==> src/rtl/calc_control_multi.sv <==
`default_nettype none
// ============================================================================
// Module   : calc_control_multi
// Purpose  : Key-pulse sequencer for a two-operand calculator with ALU handshake.
// Revision : 1.0  initial release
// ============================================================================
module calc_control_multi #(
  parameter int MAX_DIGITS  = 4,
  parameter int CNT_W       = 3,
  parameter int ALU_TIMEOUT = 16
) (
  input  logic             clock,
  input  logic             reset_n,
  input  logic             dig_in,
  input  logic             sub_in,
  input  logic             op_in,
  input  logic             ex_in,
  input  logic             bksp_in,
  input  logic             clr_in,
  input  logic             MS_in,
  input  logic             MR_in,
  input  logic             MC_in,
  input  logic             alu_done_in,
  input  logic             alu_err_in,
  output logic             load_A,
  output logic             load_B,
  output logic             bksp_A,
  output logic             bksp_B,
  output logic             load_A_mem,
  output logic             load_B_mem,
  output logic             load_mem,
  output logic             clear_mem,
  output logic             load_op,
  output logic             execute,
  output logic             chain_A,
  output logic             reset_out,
  output logic             busy,
  output logic             err,
  output logic [CNT_W-1:0] digit_cnt,
  output logic [1:0]       display_select
);

  localparam int TMO_W = (ALU_TIMEOUT > 1) ? $clog2(ALU_TIMEOUT) : 1;

  localparam logic [3:0] S_START  = 4'd0;
  localparam logic [3:0] S_A_NEG  = 4'd1;
  localparam logic [3:0] S_A      = 4'd2;
  localparam logic [3:0] S_OPR    = 4'd3;
  localparam logic [3:0] S_B_NEG  = 4'd4;
  localparam logic [3:0] S_B      = 4'd5;
  localparam logic [3:0] S_WAIT   = 4'd6;
  localparam logic [3:0] S_RESULT = 4'd7;
  localparam logic [3:0] S_ERROR  = 4'd8;

  localparam logic [CNT_W-1:0] c_one      = CNT_W'(1);
  localparam logic [CNT_W-1:0] c_max_cnt  = CNT_W'(MAX_DIGITS);
  localparam logic [TMO_W-1:0] c_tmo_last = TMO_W'(ALU_TIMEOUT - 1);

  logic [3:0]       r_state, w_state_nxt;
  logic [CNT_W-1:0] r_cnt, w_cnt_nxt;
  logic             r_neg, w_neg_nxt;
  logic [TMO_W-1:0] r_wcnt, w_wcnt_nxt;

  logic w_ld, w_ldm, w_bk, w_lop, w_exe, w_chain, w_rst;
  logic w_k_clr, w_k_ex, w_k_op, w_k_sub, w_k_dig, w_k_mr, w_k_bk;
  logic w_side_b, w_mem_ok;
  logic [3:0] w_empty_st, w_neg_st, w_dig_st;

  // Only the highest-priority pulse present is acted on.
  assign w_k_clr = clr_in;
  assign w_k_ex  = !clr_in && ex_in;
  assign w_k_op  = !clr_in && op_in;
  assign w_k_sub = !clr_in && !ex_in && !op_in && sub_in;
  assign w_k_dig = !clr_in && !ex_in && !op_in && !sub_in && dig_in;
  assign w_k_mr  = !clr_in && !ex_in && !op_in && !sub_in && !dig_in && MR_in;
  assign w_k_bk  = !clr_in && !ex_in && !op_in && !sub_in && !dig_in && !MR_in && bksp_in;

  // A and B editing share one set of transitions, steered by which operand is live.
  assign w_side_b   = (r_state == S_OPR) || (r_state == S_B_NEG) || (r_state == S_B);
  assign w_empty_st = w_side_b ? S_OPR   : S_START;
  assign w_neg_st   = w_side_b ? S_B_NEG : S_A_NEG;
  assign w_dig_st   = w_side_b ? S_B     : S_A;
  assign w_mem_ok   = (r_state != S_WAIT) && (r_state != S_ERROR);

  always_comb begin
    w_state_nxt = r_state;
    w_cnt_nxt   = r_cnt;
    w_neg_nxt   = r_neg;
    w_wcnt_nxt  = r_wcnt;
    w_ld        = 1'b0;
    w_ldm       = 1'b0;
    w_bk        = 1'b0;
    w_lop       = 1'b0;
    w_exe       = 1'b0;
    w_chain     = 1'b0;
    w_rst       = 1'b0;
    if (w_k_clr) begin
      w_state_nxt = S_START;
      w_cnt_nxt   = '0;
      w_neg_nxt   = 1'b0;
      w_rst       = 1'b1;
    end else begin
      case (r_state)
        S_START, S_OPR: begin
          if (w_k_sub) begin
            w_ld        = 1'b1;
            w_neg_nxt   = 1'b1;
            w_state_nxt = w_neg_st;
          end else if (w_k_dig) begin
            w_ld        = 1'b1;
            w_neg_nxt   = 1'b0;
            w_cnt_nxt   = c_one;
            w_state_nxt = w_dig_st;
          end else if (w_k_mr) begin
            w_ldm       = 1'b1;
            w_neg_nxt   = 1'b0;
            w_cnt_nxt   = c_max_cnt;
            w_state_nxt = w_dig_st;
          end else if (r_state == S_START) begin
            w_rst = 1'b1;
          end
        end
        S_A_NEG, S_B_NEG: begin
          if (w_k_sub || w_k_bk) begin
            w_bk        = 1'b1;
            w_neg_nxt   = 1'b0;
            w_state_nxt = w_empty_st;
          end else if (w_k_dig) begin
            w_ld        = 1'b1;
            w_cnt_nxt   = c_one;
            w_state_nxt = w_dig_st;
          end else if (w_k_mr) begin
            w_ldm       = 1'b1;
            w_cnt_nxt   = c_max_cnt;
            w_state_nxt = w_dig_st;
          end
        end
        S_A, S_B: begin
          if (w_k_op && !w_side_b) begin
            w_lop       = 1'b1;
            w_cnt_nxt   = '0;
            w_neg_nxt   = 1'b0;
            w_state_nxt = S_OPR;
          end else if (w_k_ex && w_side_b) begin
            w_exe       = 1'b1;
            w_wcnt_nxt  = '0;
            w_state_nxt = S_WAIT;
          end else if (w_k_dig) begin
            if (r_cnt < c_max_cnt) begin
              w_ld      = 1'b1;
              w_cnt_nxt = r_cnt + c_one;
            end
          end else if (w_k_mr) begin
            w_ldm     = 1'b1;
            w_cnt_nxt = c_max_cnt;
          end else if (w_k_bk) begin
            w_bk      = 1'b1;
            w_cnt_nxt = r_cnt - c_one;
            // Removing the last digit leaves only the sign, if there was one.
            if (r_cnt == c_one) begin
              w_state_nxt = r_neg ? w_neg_st : w_empty_st;
            end
          end
        end
        S_WAIT: begin
          if (alu_done_in) begin
            w_state_nxt = alu_err_in ? S_ERROR : S_RESULT;
          end else if (r_wcnt == c_tmo_last) begin
            w_state_nxt = S_ERROR;
          end else begin
            w_wcnt_nxt = r_wcnt + TMO_W'(1);
          end
        end
        S_RESULT: begin
          if (w_k_op) begin
            w_chain     = 1'b1;
            w_lop       = 1'b1;
            w_cnt_nxt   = '0;
            w_neg_nxt   = 1'b0;
            w_state_nxt = S_OPR;
          end
        end
        S_ERROR: begin
        end
        default: begin
          w_state_nxt = S_START;
        end
      endcase
    end
  end

  always_ff @(posedge clock or negedge reset_n) begin
    if (!reset_n) begin
      r_state <= S_START;
      r_cnt   <= '0;
      r_neg   <= 1'b0;
      r_wcnt  <= '0;
    end else begin
      r_state <= w_state_nxt;
      r_cnt   <= w_cnt_nxt;
      r_neg   <= w_neg_nxt;
      r_wcnt  <= w_wcnt_nxt;
    end
  end

  // Mealy strobes are forced low while reset is held.
  assign load_A     = reset_n && w_ld  && !w_side_b;
  assign load_B     = reset_n && w_ld  &&  w_side_b;
  assign bksp_A     = reset_n && w_bk  && !w_side_b;
  assign bksp_B     = reset_n && w_bk  &&  w_side_b;
  assign load_A_mem = reset_n && w_ldm && !w_side_b;
  assign load_B_mem = reset_n && w_ldm &&  w_side_b;
  assign load_mem   = reset_n && MS_in && w_mem_ok;
  assign clear_mem  = reset_n && MC_in && w_mem_ok;
  assign load_op    = reset_n && w_lop;
  assign execute    = reset_n && w_exe;
  assign chain_A    = reset_n && w_chain;
  assign reset_out  = reset_n && w_rst;

  assign busy      = (r_state == S_WAIT);
  assign err       = (r_state == S_ERROR);
  assign digit_cnt = r_cnt;

  always_comb begin
    case (r_state)
      S_OPR, S_B_NEG, S_B, S_WAIT: display_select = 2'b01;
      S_RESULT:                    display_select = 2'b10;
      S_ERROR:                     display_select = 2'b11;
      default:                     display_select = 2'b00;
    endcase
  end

endmodule
`default_nettype wire

==> config.mk <==
export PLATFORM = sky130hd
export DESIGN_NAME = calc_control_multi
export DESIGN_NICKNAME = d
export VERILOG_FILES = /design/src/rtl/calc_control_multi.sv
export SDC_FILE = /design/constraint.sdc
export NUM_CORES = 1
export LEC_CHECK = 0
export ABC_CLOCK_PERIOD_IN_PS = 5600
export CELL_PAD_IN_SITES_DETAIL_PLACEMENT = 1
export CELL_PAD_IN_SITES_GLOBAL_PLACEMENT = 1
export CORE_UTILIZATION = 40
export DETAILED_ROUTE_END_ITERATION = 6
export PLACE_DENSITY = 0.88
export SETUP_SLACK_MARGIN = 0.4
export SKIP_LAST_GASP = 1
export SYNTH_ARGS = -nofsm -noshare
export SYNTH_HDL_FRONTEND = slang
export SYNTH_SLANG_ARGS = --single-unit
==> constraint.sdc <==
create_clock -name clock -period 5.6 [get_ports clock]
set_input_delay 0.84 -clock clock [delete_from_list [all_inputs] [get_ports clock]]
set_output_delay 0.84 -clock clock [all_outputs]
set_load 0.01 [all_outputs]
==> impl_metrics.json <==
{
  "status": "completed",
  "critPathCaptureType": "output port",
  "hold_buffers": 0,
  "syn_area_um2": 1530,
  "path_delay_family": "buffers and inverters",
  "critPathBufInv": 2,
  "grt_max_degree": 23,
  "drive_above_1_share": 0.0796,
  "ys_ff_latch": 12,
  "ctsLongestPathBuffers": 2,
  "grt_pass1_vias": 1627,
  "chipWidth_um": 63.8,
  "diodes": 0,
  "vias": 1675,
  "final.period_utilization": 0.755,
  "path_cells": "clkdlybuf4s50_1 > nor4_2 > o21ai_0 > nand2_1 > nor4b_1 > o21a_1 > clkdlybuf4s50_1",
  "path_clk_slew_ns": 0.06,
  "routed_wire_length_per_instance_um": 18.1,
  "core_um2": 3660,
  "postLayoutCellArea_um2": 1910,
  "critPathArrivalTime_ns": 3.39,
  "root_buffer": "clkbuf_8",
  "numCtsBuffers": 3,
  "insertion_delay_ns": 0.25,
  "detail_route.vias_per_cell": 6.11,
  "ctsHtreeMaxLevel": 1,
  "fin_util": 0.521,
  "cpMostUsedCell": "clkdlybuf4s50_1",
  "synth_top_cell_area_share": 0.197,
  "post-cts-setup-buffers": 0,
  "setup-violations-final": 0,
  "finalHoldViolCount": 0,
  "skew_ns": 0.00163,
  "worstMarginPinSlew_ns": 0.746,
  "period_minus_slack_ns": 4.23,
  "p_per_area_nw_per_um2": 148,
  "synth_area_per_cell_um2": 7.56,
  "placed_cell_area_um2": 1850,
  "synth_edf_count": 0,
  "grt_usage": 0.259,
  "required_ns": 4.76,
  "synthesis.instances": 202,
  "rsz0062_at_grt": "no",
  "peakVddDrop_mv": 0.122,
  "synthTopCellsByArea": "dfrtp_1 (20%), nor2_1 (5.7%), ha_1 (4.9%)",
  "layout_setup_ws_ns": 1.37,
  "cts_tree": "yes",
  "drt-pass1-iter-count": 4,
  "num_rows": 22,
  "drv_slew": 0,
  "async_reset_ff_frac": 1.00,
  "yosysTopAreaCell": "dfrtp_1",
  "grt_pass1_wl_um": 8180,
  "initial_core_util": 0.417,
  "num-nets-final": 246,
  "yosysSeqAreaShare": 0.197,
  "max_slew_margin": 0.502,
  "io_pins": 32,
  "antenna_found_initial": 0,
  "synth_fp_nets": 221,
  "leakagePower_nw": 0.762,
  "grt-ovfl-total": 0,
  "design_power_total_mw": 0.282,
  "dp_hpwl_um": 3670,
  "portBuffers": 31,
  "wirelength_um": 4970,
  "drc": 0,
  "worstSetupStartpointType": "primary input",
  "worstSetupPathType": "in -> out",
  "drt_iter0_markers": 110,
  "die_area_um2": 4070,
  "critPathSlowestCell": "clkdlybuf4s50_1",
  "reg2reg_slack_ns": 3.12,
  "fmax_mhz": 236,
  "synth_warnings": 0,
  "cts_sinks": 12,
  "area_growth_pct": 24.9,
  "die_h_um": 63.8,
  "gp_congestion": 0.906,
  "synth_ff_type": "dfrtp_1",
  "final_common_cell": "clkdlybuf4s50_1",
  "postRouteAntennaNets": 0,
  "pre_cts_ws_ns": 1.43,
  "ctsResizeCount": 0,
  "critPathMaxStageDelay_ns": 0.73,
  "setup_tns_ns": 0,
  "path_max_fanout": 16,
  "hp-class": "reg -> reg",
  "final_cell_mix": "clkdlybuf4s50_1 (31), nor2_1 (23), inv_1 (16), nand2_1 (14), dfrtp_1 (12)",
  "maxCapViolCount": 0,
  "synthDistinctLibCells": 61
}
-- through the flow --
stage / std cells / hold WS [ns]
floorplan: 202 / 0.493
finish: 274 / 0.535
CTS: 274 / 0.540
global placement: 270 / 0.517
global route: 274 / 0.556
detailed placement: 270 / 0.523
-- state kept, by name (all words and copies together) (netlist names) --
| signal | count |
|---|---|
| r_state | 4 |
| r_wcnt | 4 |
| digit_cnt | 3 |
| r_neg | 1 |
-- synthesized netlist by cell type, types with 2 or more instances --
library cell and instances:
nand3_1 9, nor3_1 4, and3b_1 2, nor2b_1 4
nor2_1 23, a211oi_1 4, nor4b_1 2, a21oi_1 8
and2_1 3, nor4_2 2, o41ai_1 3, nand2b_1 5
o221ai_1 2, a21o_1 2, o32ai_2 2, mux2i_1 2
inv_1 16, a22o_1 2, xor2_1 3, ha_1 6
nand2_1 14, and3_1 2, o2111ai_1 2, nor4_1 3
dfrtp_1 12, o21ai_0 10, o211ai_1 2, o21a_1 3
clkbuf_1 6, nand3b_1 3, nor3b_1 3, o22ai_1 4
buf_2 6
-- report_power, final --
part / switching [mW] / internal [mW] / total, mW
logic: 0.0430 / 0.0354 / 0.0784
registers: 0.00999 / 0.0898 / 0.0998
clock network: 0.0412 / 0.0625 / 0.104
total: 0.0942 / 0.188 / 0.282
-- logic make-up after synthesis --
family	synth area share
buffers and inverters	0.0762
muxes	0.0278
AOI/OAI and AO/OA	0.289
adders and majority gates	0.0491
and+or+nand+nor	0.338
xor gates and xnor gates	0.0229
DFF	0.197
-- worst paths after layout --
kind	startpoint	end	cells after the start
max	clr_in	reset_out	7
min	r_neg	r_neg	1
max reg2reg	r_state[2]	r_state[1]	9
min reg2reg	r_neg	r_neg	1
max in group asynchronous	reset_n	r_neg	2
min in group asynchronous	reset_n	r_wcnt[2]	2
-- worst register-to-register path: cells and delay by family, from the launching register on --
kind,cells,cell delay [ns]
fa+ha+maj,1,0.21
simple gates,3,0.50
flops,1,0.79
compound gates,4,0.74
buf+inv,1,0.12
-- per-layer routing --
metal,up-vias,GRT usage,share of wire
li1,798,-,-
met1,834,0.365,0.48
met2,38,0.418,0.48
met3,5,0.0304,0.031
met4,0,0.0653,0.0092
met5,-,0,0
-- layout make-up --
type,instances,area [um^2]
clock buffers,4,55.1
fillers,450,1750
inverters,17,63.8
multi-input cells,161,1110
flip-flops and latches,12,300
well taps,48,60.1
repair buffers,32,318
No activity file was read; power rests on OpenSTA's default activity.
